[src/rtl/alu_pkg.sv]
// Shared types for the ALU request driver: op encoding, FIFO payload and FSM states.
package alu_pkg;

    localparam int DATA_W = 16;

    typedef enum logic [2:0] {
        ALU_ADD = 3'd0,
        ALU_SUB,
        ALU_AND,
        ALU_OR,
        ALU_XOR
    } alu_op_e;

    // op is a raw 3-bit field so that illegal encodings still reach the ALU.
    typedef struct packed {
        logic [DATA_W-1:0] a;
        logic [DATA_W-1:0] b;
        logic [2:0]        op;
    } alu_req_t;

    typedef enum logic [1:0] {
        IDLE,
        DRIVE,
        RESP
    } drv_state_e;

    function automatic logic is_illegal_op(input logic [2:0] op);
        return op > 3'(ALU_XOR);
    endfunction

endpackage

[src/rtl/alu_req_fifo.sv]
// In-order request buffer of alu_req_t; the head entry is visible combinationally on head.
module alu_req_fifo
    import alu_pkg::*;
#(
    parameter int DEPTH = 4
) (
    input  logic     clk,
    input  logic     rst,
    input  logic     push,
    input  alu_req_t push_data,
    input  logic     pop,
    output alu_req_t head,
    output logic     full,
    output logic     empty
);

    localparam int AW = $clog2(DEPTH);
    localparam logic [AW:0] FULL_CNT = (AW+1)'(DEPTH);

    alu_req_t        mem [DEPTH];
    logic [AW-1:0]   wr_ptr;
    logic [AW-1:0]   rd_ptr;
    logic [AW:0]     count;

    assign full  = (count == FULL_CNT);
    assign empty = (count == '0);
    assign head  = mem[rd_ptr];

    // NOTE: storage has no reset; the pointers and count alone define which entries are valid.
    always_ff @(posedge clk) begin
        if (push) begin
            mem[wr_ptr] <= push_data;
        end
    end

    // NOTE: state updates use non-blocking assignments so every register samples pre-edge values.
    always_ff @(posedge clk or posedge rst) begin
        if (rst) begin
            wr_ptr <= '0;
            rd_ptr <= '0;
            count  <= '0;
        end else begin
            if (push) wr_ptr <= wr_ptr + 1'b1;
            if (pop)  rd_ptr <= rd_ptr + 1'b1;
            case ({push, pop})
                2'b10:   count <= count + 1'b1;
                2'b01:   count <= count - 1'b1;
                default: count <= count;
            endcase
        end
    end

endmodule

[src/rtl/alu_req_driver.sv]
// Initiator for the 16-bit ALU: buffers requests, drives registered operands, returns
// the sampled result in request order over a valid/ready response channel.
module alu_req_driver
    import alu_pkg::*;
#(
    parameter int DATA_W = alu_pkg::DATA_W,
    parameter int DEPTH  = 4,
    parameter int CNT_W  = $clog2(DEPTH+2)
) (
    input  logic              clk,
    input  logic              rst,
    input  logic              req_valid,
    output logic              req_ready,
    input  logic [DATA_W-1:0] req_a,
    input  logic [DATA_W-1:0] req_b,
    input  logic [2:0]        req_op,
    output logic [DATA_W-1:0] alu_a,
    output logic [DATA_W-1:0] alu_b,
    output logic [2:0]        alu_sel,
    input  logic [DATA_W-1:0] alu_out,
    output logic              rsp_valid,
    input  logic              rsp_ready,
    output logic [DATA_W-1:0] rsp_data,
    output logic [2:0]        rsp_op,
    output logic              rsp_err,
    output logic [CNT_W-1:0]  pending
);

    drv_state_e state, state_next;
    alu_req_t   push_data, head;
    logic       fifo_full, fifo_empty;
    logic       push, pop, rsp_hs;

    assign req_ready = !fifo_full;
    assign push      = req_valid && req_ready;
    assign rsp_hs    = rsp_valid && rsp_ready;
    assign push_data = '{a: req_a, b: req_b, op: req_op};

    alu_req_fifo #(.DEPTH(DEPTH)) u_fifo (
        .clk       (clk),
        .rst       (rst),
        .push      (push),
        .push_data (push_data),
        .pop       (pop),
        .head      (head),
        .full      (fifo_full),
        .empty     (fifo_empty)
    );

    // NOTE: defaults first so no path through this block leaves a signal unassigned (no latches).
    always_comb begin
        state_next = state;
        pop        = 1'b0;
        case (state)
            IDLE: begin
                if (!fifo_empty) begin
                    pop        = 1'b1;
                    state_next = DRIVE;
                end
            end
            DRIVE: state_next = RESP;
            RESP: begin
                if (rsp_hs) begin
                    pop        = !fifo_empty;
                    state_next = fifo_empty ? IDLE : DRIVE;
                end
            end
            default: state_next = IDLE;
        endcase
    end

    always_ff @(posedge clk or posedge rst) begin
        if (rst) state <= IDLE;
        else     state <= state_next;
    end

    // alu_* only move on a pop, so the ALU sees stable operands throughout DRIVE.
    always_ff @(posedge clk or posedge rst) begin
        if (rst) begin
            alu_a     <= '0;
            alu_b     <= '0;
            alu_sel   <= '0;
            rsp_valid <= 1'b0;
            rsp_data  <= '0;
            rsp_op    <= '0;
            rsp_err   <= 1'b0;
        end else begin
            if (pop) begin
                alu_a   <= head.a;
                alu_b   <= head.b;
                alu_sel <= head.op;
            end
            if (state == DRIVE) begin
                rsp_data  <= alu_out;
                rsp_op    <= alu_sel;
                rsp_err   <= is_illegal_op(alu_sel);
                rsp_valid <= 1'b1;
            end else if (rsp_hs) begin
                rsp_valid <= 1'b0;
            end
        end
    end

    always_ff @(posedge clk or posedge rst) begin
        if (rst) begin
            pending <= '0;
        end else begin
            case ({push, rsp_hs})
                2'b10:   pending <= pending + CNT_W'(1);
                2'b01:   pending <= pending - CNT_W'(1);
                default: pending <= pending;
            endcase
        end
    end

endmodule
[config.mk]
export PLATFORM = sky130hd
export DESIGN_NAME = alu_req_driver
export DESIGN_NICKNAME = d
export VERILOG_FILES = /design/src/rtl/alu_pkg.sv /design/src/rtl/alu_req_fifo.sv /design/src/rtl/alu_req_driver.sv
export SDC_FILE = /design/constraint.sdc
export NUM_CORES = 1
export LEC_CHECK = 0
export CAP_MARGIN = 20
export CORE_MARGIN = 5
export CORE_UTILIZATION = 58
export DETAILED_ROUTE_END_ITERATION = 6
export PLACE_DENSITY = 0.84
export SLEW_MARGIN = 20
export SYNTH_ARGS = -nofsm -noshare
export SYNTH_HDL_FRONTEND = slang
export SYNTH_HIERARCHICAL = 1
export SYNTH_SLANG_ARGS = --single-unit
[constraint.sdc]
create_clock -name clk -period 5.1 [get_ports clk]
set_input_delay 1.02 -clock clk [delete_from_list [all_inputs] [get_ports clk]]
set_output_delay 1.02 -clock clk [all_outputs]
set_load 0.02 [all_outputs]
==> results.yml <==
setup_path:
  critical_path.endpoint_type: "flop"
  critPathBufInv: 3
  worst_path_max_delay_cell: "sky130_fd_sc_hd__clkdlybuf4s50_1"
  worst_ep_required_time_ps: 5510
  path_class: "primary input to flop"
  arrival_ps: 3420
  cp-start-kind: "primary input"
  critical_path_cell_sequence: "clkdlybuf4s50_1 -> a21boi_2 -> nor3_4 -> buf_4 -> ha_1 -> inv_1 -> fa_1 -> xor2_1 -> nor2_1 -> xor2_1"
  path_max_fanout: 38
  timing.critical_path.max_delay_family: "buffers and inverters"
  worst_path_most_repeated_cell: "sky130_fd_sc_hd__xor2_1"
  worst_path_largest_cell_delay_ps: 520
placed_design:
  postPlaceCellArea_um2: 9130
  global_placer_s_final_weighted_congestion: 0.744
  hpwlAfterDp_um: 8740
  port_buffers: 114
route:
  route.top_layer_used: "met4"
  detail_route.iter0.violations: 198
  wl_met1_um: 5900
  number_of_antenna_violating_nets_in_the_routed_design: 0
  via_per_inst: 5.44
  post_drt_wl_per_cell_um: 20.3
  met3_length_um: 978
  drt_drc_violations_left: 0
  detailedRoute.firstPassIterationCount: 4
  met2_wl_um: 7650
  vias: 3920
  wirelength_um: 14700
floorplan:
  fp-row-count: 42
  die-area_um2: 16000
  number_of_placed_i_o_pins: 115
  fp.coreArea_um2: 13300
  die_width_um: 127
  floorplan.initialDensity: 0.593
  die_h_um: 127
clock_network:
  cts-hold-fix-buffers: 0
  clock_tree.htree_level_count: 1
  clk_root_buffer_cell: "sky130_fd_sc_hd__clkbuf_16"
  clock_transition_at_path_regs_ps: 60
  clk_latency_ps: 490
  post_cts_buffers: 0
  cts-buffers-inserted: 20
  cts_sinks: 208
  cts_tree: "built"
  clockBufferDepth: 3
  postCtsResizedCells: 0
finish:
  antennaDiodeCount: 0
  final_common_cell: "sky130_fd_sc_hd__edfxtp_1"
  final_cell_mix: "140 x sky130_fd_sc_hd__edfxtp_1, 114 x sky130_fd_sc_hd__clkdlybuf4s50_1, 66 x sky130_fd_sc_hd__dfrtp_1, 62 x sky130_fd_sc_hd__nand2_1, 35 x sky130_fd_sc_hd__mux2_2"
  post-route-cell-area_um2: 9740
  areaGrowthSynthToFinish_pct: 23.6
  layout-drive-gt1-share: 0.183
  final_core_util: 0.733
  final_net_count: 594
grt:
  grt_pass1_vias: 4311
  grt_start_max_net_pins: 39
  grt_overflow_total: 0
  grt_first_pass_wirelength_um: 23400
  initial_antenna_violation_count: 0
  globalRouteTotalUtil: 0.185
synth:
  yosys_warnings: 6
  synth_simple_gate_area_frac: 0.0410
  synthesis.area_um2: 7880
  syn-num-nets: 470
  synth_seq_area_share: 0.750
  synth_compound_area_frac: 0.00397
  ys_ff_latch: 208
  synthesis.area_per_instance_um2: 19.4
  yosys.area_share.xor_xnor: 0.0100
  post_synthesis_adder_cell_area_fraction: 0.0146
  post_synth_mux_area_share: 0.156
  syn_inst: 407
  synth_top_family_by_area: "multiplexers"
  synth.lib_cells_used.distinct: 25
timing:
  unrepaired_setup_endpoints_after_global_routing: "no"
  slew_headroom: 0.341
  worst_slew_pin_slew_ps: 988
  report.final.hold_viol_count: 0
  final-setup-viol-count: 0
  min_period_ps: 3010
  final_min_period_over_clock_period: 0.591
  clock_skew_ps: 14.0
  max_freq_ghz: 0.332
  maxSlewViolCount: 0
  tns_ps: 0
power:
  share_of_power_burned_in_combinational_logic: 0.352
  power.internal_uw: 4290
  power.share.clock: 0.221
  total_switching_power_uw: 1950
  max-vdd-ir-drop_mv: 0.382
  cellLeakagePower_uw: 0.00362
  sequential_group_share_of_total_power: 0.427
  power.share.switching: 0.312
  p_per_area_nw_per_um2: 640
flow_run:
  max_cap_violations: 0
outcome:
  run_status: "complete, no violations"
min_path:
  worstHoldPathType: "flop to flop"
==> flip-flops by register name (all words and copies together), names as in the netlist <==
register and cells:
alu_a 16, alu_b 16, alu_sel 3, pending 3
rsp_data 16, rsp_err 1, rsp_op 3, rsp_valid 1
state 2, u_fifo/count 3, u_fifo/mem 140, u_fifo/rd_ptr 2
u_fifo/wr_ptr 2
==> power groups by stage <==
| stage | clock network (uW) | logic, uW | registers [uW] |
|---|---|---|---|
| floorplan | 0 | 1270 | 2840 |
| global placement | 0 | 2150 | 2640 |
| detailed placement | 0 | 2210 | 2690 |
| CTS | 1410 | 2230 | 2670 |
| global route | 1490 | 2360 | 2720 |
| finish | 1380 | 2200 | 2660 |
==> Yosys cell counts <==
master                     number  area (um^2)
sky130_fd_sc_hd__edfxtp_1     140         4200
sky130_fd_sc_hd__dfrtp_1       68         1700
sky130_fd_sc_hd__nand2_1       62          233
sky130_fd_sc_hd__mux2_2        35          394
sky130_fd_sc_hd__mux4_2        28          631
sky130_fd_sc_hd__inv_1         14         52.6
sky130_fd_sc_hd__mux4_1         7          184
sky130_fd_sc_hd__buf_2          6         30.0
sky130_fd_sc_hd__ha_1           6         75.1
sky130_fd_sc_hd__xor2_1         6         52.6
sky130_fd_sc_hd__and2_1         5         31.3
sky130_fd_sc_hd__buf_6          4         45.0
sky130_fd_sc_hd__o21ai_0        4         20.0
sky130_fd_sc_hd__buf_12         3         60.1
sky130_fd_sc_hd__xnor2_1        3         26.3
sky130_fd_sc_hd__clkbuf_1       2         7.51
sky130_fd_sc_hd__fa_1           2         40.0
sky130_fd_sc_hd__mux2i_1        2         20.0
sky130_fd_sc_hd__nand2b_1       2         12.5
sky130_fd_sc_hd__nor2_1         2         7.51
sky130_fd_sc_hd__nor3_1         2         10.0
sky130_fd_sc_hd__a21boi_2       1         11.3
sky130_fd_sc_hd__and3_1         1         6.26
sky130_fd_sc_hd__nor2b_1        1         6.26
sky130_fd_sc_hd__nor3_4         1         16.3
==> kinds of logic (layout without fill, tap and decap cells) <==
logic type / after synthesis / after routing
muxes: 72 / 72
DFF: 208 / 208
adders and majority gates: 8 / 8
buffers and inverters: 29 / 167
AOI/OAI and AO/OA: 5 / 5
xor gates and xnor gates: 9 / 9
and+or+nand+nor: 76 / 76
==> worst min-delay path: stages (launching register included) <==
cell and delay, ps:
sky130_fd_sc_hd__dfrtp_1 340, sky130_fd_sc_hd__nand2_1 50, sky130_fd_sc_hd__nand2_1 50
==> through the flow <==
stage | power (uW) | setup slack [ps] | hold WS [ps] | cells
after detailed placement | 4890 | 1620 | 462 | 685
after floorplan | 4110 | 2440 | 457 | 407
after global routing | 6570 | 2000 | 497 | 721
after CTS | 6310 | 2090 | 481 | 721
final | 6240 | 2090 | 478 | 721
after global placement | 4790 | 1730 | 456 | 685
==> area by class of cell <==
type | instances | area, um^2
flip-flops and latches | 208 | 5910
fillers | 774 | 3560
multi-input cells | 170 | 1780
repair buffers | 117 | 1160
clock buffers | 32 | 567
well taps | 176 | 220
inverters | 14 | 52.6
clock inverters | 4 | 43.8
==> layer usage <==
| metal | GRT usage | vias up |
|---|---|---|
| met2 | 0.316 | 138 |
| met1 | 0.248 | 2000 |
| li1 | - | 1770 |
| met3 | 0.0429 | 12 |
| met5 | 0 | - |
| met4 | 0.0410 | 0 |
==> final timing paths <==
| kind | start | end | slack (ps) | depth (start not counted) |
|---|---|---|---|---|
| worst max-delay path | rsp_ready | u_fifo/count[2] | 2090 | 10 |
| worst min-delay path | rsp_op[1] | rsp_op[1] | 480 | 2 |
| worst max register to register | state[1] | u_fifo/count[2] | 2660 | 9 |
| worst min register to register | rsp_op[1] | rsp_op[1] | 480 | 2 |
| max in group asynchronous | rst | rsp_data[2] | 3180 | 3 |
| min in group asynchronous | rst | u_fifo/wr_ptr[0] | 870 | 2 |
Power figures use the tool's default switching activity.
==> RTL change (config.mk and constraints unchanged) <==
`DEPTH` is set to 4 in 2 places; all go to 2.
--- a/src/rtl/alu_req_fifo.sv
+++ b/src/rtl/alu_req_fifo.sv
@@ -3,5 +3,5 @@
     import alu_pkg::*;
 #(
-    parameter int DEPTH = 4
+    parameter int DEPTH = 2
 ) (
     input  logic     clk,
--- a/src/rtl/alu_req_driver.sv
+++ b/src/rtl/alu_req_driver.sv
@@ -5,5 +5,5 @@
 #(
     parameter int DATA_W = alu_pkg::DATA_W,
-    parameter int DEPTH  = 4,
+    parameter int DEPTH  = 2,
     parameter int CNT_W  = $clog2(DEPTH+2)
 ) (
Interface: changed (resized pending); port bits go from 115 to 114. The function was not compared with the original's and may differ.
==> RTL change against the original RTL <==
Sequential cell count shrank 74. Area after synthesis down 34%. Final area down 29%. Critical path depth decreased by 7. Critical path type is now register to primary output. Cell count is 24% lower. Highest routed layer unchanged. Sequential power is 30% lower. Routed wire length down 31%. Die area down 32%. Worst setup slack better by 0.24 ns. Power decreased by 23%. First-iteration DRC count is 52% lower. Combinational power fell by 17%. Register-to-register slack improved by 0.27 ns.
==> RTL change: results <==
[final_layout]
multi_input_area_share = 0.192
register_area_mm2 = 0.00370
seq_cells = 134
clockNetworkAreaShare = 0.0823
multiInputCombCellCount = 156
inv_count = 6
signal_buffers = 115
instances_no_fill = 551

[placement]
dp_slack_ns = 1.95
place_inst = 519
place_hpwl_um = 6330

[grt]
grt_use_total = 0.195
grt_pass1_vias = 3169
use_met3 = 0.0770
use_met1 = 0.223

[run_status]
outcome = finished clean

[synth]
syn_inst = 307
synth.yosys.seq_area_share = 0.717
netlist_top_cells_count = edfxtp_1 (70), dfrtp_1 (64), nand2_1 (60), mux2_2 (41), mux2_4 (29)
ys_top_cells_by_area = edfxtp_1 (41%), dfrtp_1 (31%), mux2_2 (8.9%)

[setup_path]
slowest_delay_ns = 0.60
reg2reg_depth = 4
cp_max_fo = 3
critPathLaunch = u_fifo/count[1]
r2r_slack_ns = 2.93
endpoint = req_ready
crit_arrival_ns = 1.75

[clock_network]
clockRootBuffer = clkbuf_8
cts_buffer_depth = 2
cts_buffers = 17
h-tree-depth = 4

[worst_hold_path]
min_to = rsp_data[8]

[power_and_ir_drop]
ir_drop_mv = 0.429
cellPowerDensity_mw_per_mm2 = 698
leakage_nw = 2.82

[sta]
clock_skew_ns = 0.00872
min_period_ns = 2.77
tightest_slew_ns = 1.13
whs_ns = 0.477

[routing]
met1_length_um = 3930
routed_wl_um = 10100
routed-wl-met2_um = 5340
dr_wl_met3_um = 746
[RTL change: changes by cell type after synthesis, sizes merged, moves of 4 or more]
| cell | unedited run | this run |
|---|---|---|
| buf | 13 | 9 |
| dfrtp | 68 | 64 |
| edfxtp | 140 | 70 |
| ha | 6 | 2 |
| inv | 14 | 6 |
| mux2 | 35 | 70 |
| mux4 | 35 | 0 |
[RTL change: tightest hold or removal path: cells and delay by family (launching register included)]
kind / cells / cell delay (ns)
flops: 1 / 0.34
simple gates: 2 / 0.11
[RTL change: cells by family (layout without fill, tap and decap cells)]
family                   after synthesis  count (layout)  synth area share
buffers and inverters                 17             153            0.0281
AND/OR/NAND/NOR                       72              72            0.0579
AO/OA/AOI/OAI                          4               4           0.00508
adder cells (fa/ha/maj)                2               2           0.00484
flip-flops                           134             134             0.717
multiplexers                          70              70             0.174
XOR/XNOR                               8               8            0.0136
[RTL change: power breakdown]
part           internal (mW)  switching, mW  leakage, nW
clock network          0.703          0.437        0.283
registers               1.57          0.287         1.41
logic                  0.976          0.847         1.12
